===== config.mk =====
export PLATFORM = sky130hd
export DESIGN_NAME = serial_adder_8bit
export DESIGN_NICKNAME = d
export VERILOG_FILES = /design/src/rtl/alu_pkg.sv /design/src/rtl/serial_adder_8bit_adder_1bit.sv /design/src/rtl/serial_adder_8bit.sv
export SDC_FILE = /design/constraint.sdc
export NUM_CORES = 1
export LEC_CHECK = 0
export ABC_AREA = 1
export BUFFER_PORTS_ARGS = -buffer_cell sky130_fd_sc_hd__buf_2
export CAP_MARGIN = 20
export CORE_MARGIN = 3
export CORE_UTILIZATION = 53
export CTS_CLUSTER_SIZE = 30
export DETAILED_ROUTE_END_ITERATION = 16
export GPL_ROUTABILITY_DRIVEN = 0
export PLACE_DENSITY = 0.85
export REMOVE_ABC_BUFFERS = 1
export SYNTH_ARGS = -nofsm -noshare
export SYNTH_HDL_FRONTEND = slang
export SYNTH_SLANG_ARGS = --single-unit

===== constraint.sdc =====
create_clock -name clk -period 1.2 [get_ports clk]
set_input_delay 0.18 -clock clk [delete_from_list [all_inputs] [get_ports clk]]
set_output_delay 0.18 -clock clk [all_outputs]
set_load 0.01 [all_outputs]

===== src/rtl/alu_pkg.sv =====
// ----------------------------------------------------------------------------
// alu_pkg
// Shared definitions for the bit-serial ALU datapath blocks. The serial adder
// uses them today. Future serial subtractor and multiplier blocks are meant to
// reuse the same definitions.
//   ALU_WIDTH       default operand width of the serial ALU blocks
//   serial_state_e  common IDLE / RUN / DONE sequencing state
// ----------------------------------------------------------------------------
package alu_pkg;

    localparam int ALU_WIDTH = 8;

    typedef enum logic [1:0] {
        IDLE = 2'd0,
        RUN  = 2'd1,
        DONE = 2'd2
    } serial_state_e;

endpackage : alu_pkg


===== src/rtl/serial_adder_8bit_adder_1bit.sv =====
// ----------------------------------------------------------------------------
// Adder_1bit
// Purely combinational one-bit full adder. The serial adder instantiates it
// once and reuses it on every bit position, one bit per clock.
// Ports:
//   a, b       operand bits
//   carry_in   incoming carry
//   sum        a ^ b ^ carry_in
//   carry_out  majority(a, b, carry_in)
// ----------------------------------------------------------------------------
module Adder_1bit (
    output logic sum,
    output logic carry_out,
    input  logic a,
    input  logic b,
    input  logic carry_in
);

    logic half_sum;

    assign half_sum  = a ^ b;
    assign sum       = half_sum ^ carry_in;
    assign carry_out = (a & b) | (carry_in & half_sum);

endmodule : Adder_1bit


===== src/rtl/serial_adder_8bit.sv =====
// ----------------------------------------------------------------------------
// serial_adder_8bit
// Bit-serial adder: {carry_out, sum} = A + B + carry_in, computed LSB first
// through a single full-adder cell, one bit per clock.
// Optional feature macro: OVERFLOW_FLAG_EN adds the two's-complement overflow
// output and the operand-MSB capture logic that feeds it.
// Ports:
//   clk, rst             rising-edge clock, asynchronous active-high reset
//   in_valid / in_ready  operand handshake (A, B, carry_in sampled in IDLE)
//   A, B, carry_in       operands
//   out_valid/out_ready  result handshake (result held while in DONE)
//   sum, carry_out       registered result; keeps its last value afterwards
//   overflow             two's-complement overflow (OVERFLOW_FLAG_EN only)
// Latency is WIDTH cycles from accept to out_valid. With out_ready held high,
// throughput is one operation per WIDTH+2 cycles.
// ----------------------------------------------------------------------------
module serial_adder_8bit
    import alu_pkg::*;
#(
    parameter int WIDTH = ALU_WIDTH  // must be >= 2
) (
    input  logic             clk,
    input  logic             rst,
    input  logic             in_valid,
    output logic             in_ready,
    input  logic [WIDTH-1:0] A,
    input  logic [WIDTH-1:0] B,
    input  logic             carry_in,
    output logic             out_valid,
    input  logic             out_ready,
    output logic [WIDTH-1:0] sum,
    output logic             carry_out
`ifdef OVERFLOW_FLAG_EN
    ,
    output logic             overflow
`endif
);

    localparam int             CNT_W    = $clog2(WIDTH);
    localparam logic [CNT_W-1:0] LAST_BIT = CNT_W'(WIDTH - 1);

    serial_state_e    state_q, state_d;
    logic [CNT_W-1:0] cnt_q, cnt_d;
    logic [WIDTH-1:0] a_sr_q, a_sr_d;
    logic [WIDTH-1:0] b_sr_q, b_sr_d;
    logic [WIDTH-1:0] sum_sr_q, sum_sr_d;
    logic             carry_q, carry_d;
    logic             fa_sum, fa_carry;

`ifdef OVERFLOW_FLAG_EN
    // The operands are shifted away while the sum is built. Their sign bits
    // are therefore kept separately for the overflow decision.
    logic a_msb_q, a_msb_d;
    logic b_msb_q, b_msb_d;
    logic overflow_q, overflow_d;
`endif

    Adder_1bit u_adder (
        .sum       (fa_sum),
        .carry_out (fa_carry),
        .a         (a_sr_q[0]),
        .b         (b_sr_q[0]),
        .carry_in  (carry_q)
    );

    always_comb begin
        // NOTE: every signal driven here gets a default first, so no path
        // leaves it unassigned and no latch is inferred.
        state_d  = state_q;
        cnt_d    = cnt_q;
        a_sr_d   = a_sr_q;
        b_sr_d   = b_sr_q;
        sum_sr_d = sum_sr_q;
        carry_d  = carry_q;
`ifdef OVERFLOW_FLAG_EN
        a_msb_d    = a_msb_q;
        b_msb_d    = b_msb_q;
        overflow_d = overflow_q;
`endif

        unique case (state_q)
            IDLE: begin
                // in_ready is exactly (state_q == IDLE), so in_valid alone
                // qualifies the accept here.
                if (in_valid) begin
                    a_sr_d  = A;
                    b_sr_d  = B;
                    carry_d = carry_in;
                    cnt_d   = '0;
                    state_d = RUN;
`ifdef OVERFLOW_FLAG_EN
                    a_msb_d = A[WIDTH-1];
                    b_msb_d = B[WIDTH-1];
`endif
                end
            end

            RUN: begin
                // Right shift: each new sum bit enters at the MSB. After WIDTH
                // steps, bit 0 of the result has reached position 0.
                a_sr_d   = a_sr_q >> 1;
                b_sr_d   = b_sr_q >> 1;
                sum_sr_d = {fa_sum, sum_sr_q[WIDTH-1:1]};
                carry_d  = fa_carry;
                cnt_d    = cnt_q + 1'b1;
                if (cnt_q == LAST_BIT) begin
                    state_d = DONE;
`ifdef OVERFLOW_FLAG_EN
                    // fa_sum is the result MSB on this last step.
                    overflow_d = (a_msb_q == b_msb_q) && (fa_sum != a_msb_q);
`endif
                end
            end

            DONE: begin
                if (out_ready) begin
                    state_d = IDLE;
                end
            end

            default: state_d = IDLE;
        endcase
    end

    // NOTE: state registers use non-blocking assignments only. Every flop then
    // samples its pre-edge value, regardless of the order the blocks execute in.
    always_ff @(posedge clk or posedge rst) begin
        if (rst) begin
            state_q  <= IDLE;
            cnt_q    <= '0;
            a_sr_q   <= '0;
            b_sr_q   <= '0;
            sum_sr_q <= '0;
            carry_q  <= 1'b0;
        end else begin
            state_q  <= state_d;
            cnt_q    <= cnt_d;
            a_sr_q   <= a_sr_d;
            b_sr_q   <= b_sr_d;
            sum_sr_q <= sum_sr_d;
            carry_q  <= carry_d;
        end
    end

`ifdef OVERFLOW_FLAG_EN
    always_ff @(posedge clk or posedge rst) begin
        if (rst) begin
            a_msb_q    <= 1'b0;
            b_msb_q    <= 1'b0;
            overflow_q <= 1'b0;
        end else begin
            a_msb_q    <= a_msb_d;
            b_msb_q    <= b_msb_d;
            overflow_q <= overflow_d;
        end
    end

    assign overflow = overflow_q;
`endif

    // All outputs come straight from flops or from a decode of the state flop.
    // No input reaches an output combinationally.
    assign in_ready  = (state_q == IDLE);
    assign out_valid = (state_q == DONE);
    assign sum       = sum_sr_q;
    assign carry_out = carry_q;

endmodule : serial_adder_8bit

==> flow_summary.ini <==
[layout]
syn2layout_area_growth_pct = 23.15
n_antenna_cell = 0
stdcell_area_um2 = 1837
layout-drive-gt1-share_pct = 24.47
nets = 260
utilization_pct = 71.54

[critical_path]
crit_slowest_cell = dfrtp_1
rr_worst_depth = 6
path_cells = inv_2, nor2_2, buf_2
path_max_fanout = 4
required_ns = 1.02
worst-setup-path-type = reg2out
cp-end-kind = output port
worstSetupStartpointType = register
arrival_ns = 1.09
slowest_delay_ns = 0.43

[status]
status = complete, but fails checks
violations = negative setup slack

[sta]
drv_slew = 0
max_freq_mhz = 789.7
tns_ns = -0.6628
setup_ws_ns = -0.06632
holdWs_ns = 0.02360
relSlewSlack_pct = 74.83
worstMarginPinSlew_ns = 0.3776
fin_crit_ns = 1.266
rsz0062_at_grt = yes
setup_viol = 15
min_period_over_period_pct = 105.5
skew_ns = 0.003157
hold_violations = 0

[power_and_ir_drop]
power_switching_uw = 1871
seq_power_share_pct = 38.5
vdd.ir_drop.worst_v = 0.001753
p_clk_share_pct = 13.9
power.leakage_uw = 0.001100
total_power_uw = 4564
internal-power_uw = 2693
p_comb_share_pct = 47.6
power_density_nw_per_um2 = 2485
switching_share_pct = 40.99

[floorplanning]
pin_count = 32
die_area_um2 = 3486
num_rows = 18
coreArea_um2 = 2567
start_util_pct = 58.09
die_h_um = 59.05
chipWidth_um = 59.05

[grt]
grt_pass1_vias = 1266
grt_pass1_wl_mm = 5.264
grt_overflow = 0
grt_start_max_net_pins = 31
antenna_found_initial = 0
track_usage_pct = 20.35

[yosys]
syn_inst = 193
synth.cell_area_um2 = 1491
ys_ff_latch = 30
yosys_warnings = 0
synth.distinct_cells = 19
syn_avg_cell_area_um2 = 7.728
ys_seq_area_share_pct = 50.34

[clock_tree]
cts_sinks = 30
clkLatencyLatePin_ns = 0.33
clk_path_buf_depth = 2
cts_inserted_buffers = 5
cts_tree = built
htreeDepth = 2
clk_pin_slew_ns = 0.09
cts-root-buf = clkbuf_4

[route]
via_per_inst = 4.843
first_pass_iters = 4
routedWlPerCell_um = 11.79
num_vias = 1293
wirelength_mm = 3.148
drt_iter0_markers = 29
drc = 0
ant_nets = 0

[placement]
place_area_um2 = 1694
portBuffers = 31
dp_hpwl_mm = 2.050

[flow_run]
drv_cap = 0

[hold_path]
min_path_type = in2reg
whs_path_depth = 2
[critical path: cells and delay by family (launching register included)]
kind	cells	cell delay (ns)
buffers and inverters	2	0.23
flip-flops	1	0.43
AND/OR/NAND/NOR	1	0.10
[power by group through the flow]
stage	combinational [µW]	sequential, µW	clock (µW)
6_report	2170	1760	632
5_1_grt	2470	1830	708
4_1_cts	2050	1750	638
3_5_place_dp	1950	1780	0
3_3_place_gp	1860	1750	0
2_1_floorplan	1170	1820	0
[Yosys cell counts]
| master | count | area share (%) |
|---|---|---|
| ha_1 | 2 | 1.7 |
| a21oi_1 | 1 | 0.34 |
| nand2_4 | 2 | 1.5 |
| nand2_1 | 87 | 22 |
| o31ai_1 | 1 | 0.50 |
| buf_8 | 1 | 1.0 |
| fa_1 | 1 | 1.3 |
| a21oi_2 | 1 | 0.59 |
| buf_6 | 2 | 1.5 |
| dfrtp_1 | 30 | 50 |
| inv_6 | 1 | 0.59 |
| buf_2 | 2 | 0.67 |
| inv_2 | 1 | 0.25 |
| nand3_1 | 17 | 5.7 |
| nand2_2 | 1 | 0.42 |
| inv_1 | 33 | 8.3 |
| o21ai_0 | 4 | 1.3 |
| buf_4 | 2 | 1.0 |
| nor2_1 | 4 | 1.0 |
[sequential cells by signal (all words and copies together) (netlist names)]
register   flops
b_sr_q         8
carry_out      1
cnt_q          3
sum            8
state_q        2
a_sr_q         8
[path summary, 6_finish.rpt]
check / endpoint / slack (ns) / startpoint
hold reg to reg: a_sr_q[3] / 0.49 / a_sr_q[3]
setup reg to reg: b_sr_q[0] / -0.05 / state_q[0]
max in group asynchronous: state_q[0] / 0.42 / rst
setup / recovery: out_valid / -0.07 / state_q[1]
hold / removal: state_q[1] / 0.02 / out_ready
min in group asynchronous: b_sr_q[0] / 0.49 / rst
[cell type report]
class | instances | area [µm²]
sequential | 30 | 752.0
fill | 212 | 730.7
multi-input combinational | 121 | 560.5
timing repair buffer | 43 | 287.8
inverter | 35 | 138.9
clock buffer | 7 | 55.05
tap | 30 | 37.54
clock inverter | 1 | 5.005
[through the flow]
stage	setup slack, ns	std cells
floorplan	-0.1952	186
global placement	0.08294	255
detailed placement	0.03175	255
CTS	-0.08220	265
global route	-0.1399	267
finish	-0.06632	267
[cells in the final DEF, fill, tap and decap left out, types with 2 or more instances in the layout]
| cell type | n |
|---|---|
| inv_1 | 33 |
| buf_2 | 30 |
| nand3_1 | 17 |
| dfrtp_1 | 29 |
| o21ai_0 | 3 |
| ha_1 | 2 |
| nor2_1 | 2 |
| clkbuf_4 | 5 |
| nand2_1 | 87 |
| buf_6 | 2 |
| buf_4 | 8 |
[kinds of logic (layout without fill, tap and decap cells)]
group	Yosys count	in the layout	share of synthesized area, %
adders and majority gates	3	3	3.020
and+or+nand+nor	111	111	30.54
DFF	30	30	50.34
buffers and inverters	42	86	13.34
AOI/OAI and AO/OA	7	7	2.768
[timing repair]
| item | in CTS | in global routing |
|---|---|---|
| gates cloned | 0 | 1 |
| setup endpoints to repair | 2 | 18 |
| resized for setup | 6 | 3 |
| hold endpoints to repair | 30 | 0 |
| buffers inserted | 1 | 1 |
| pin swaps | 1 | 0 |
| hold buffers | 1 | 0 |
[routing by layer]
metal / GRT usage [%] / routed length (µm) / part of all wire (%) / vias up
li1: - / - / - / 658
met1: 25.21 / 1378 / 44 / 592
met2: 32.49 / 1556 / 49 / 34
met3: 8.497 / 168 / 5.3 / 9
met4: 6.149 / 44 / 1.4 / 0
met5: 0 / 0 / 0 / -
(Power assumes the default switching activity.)
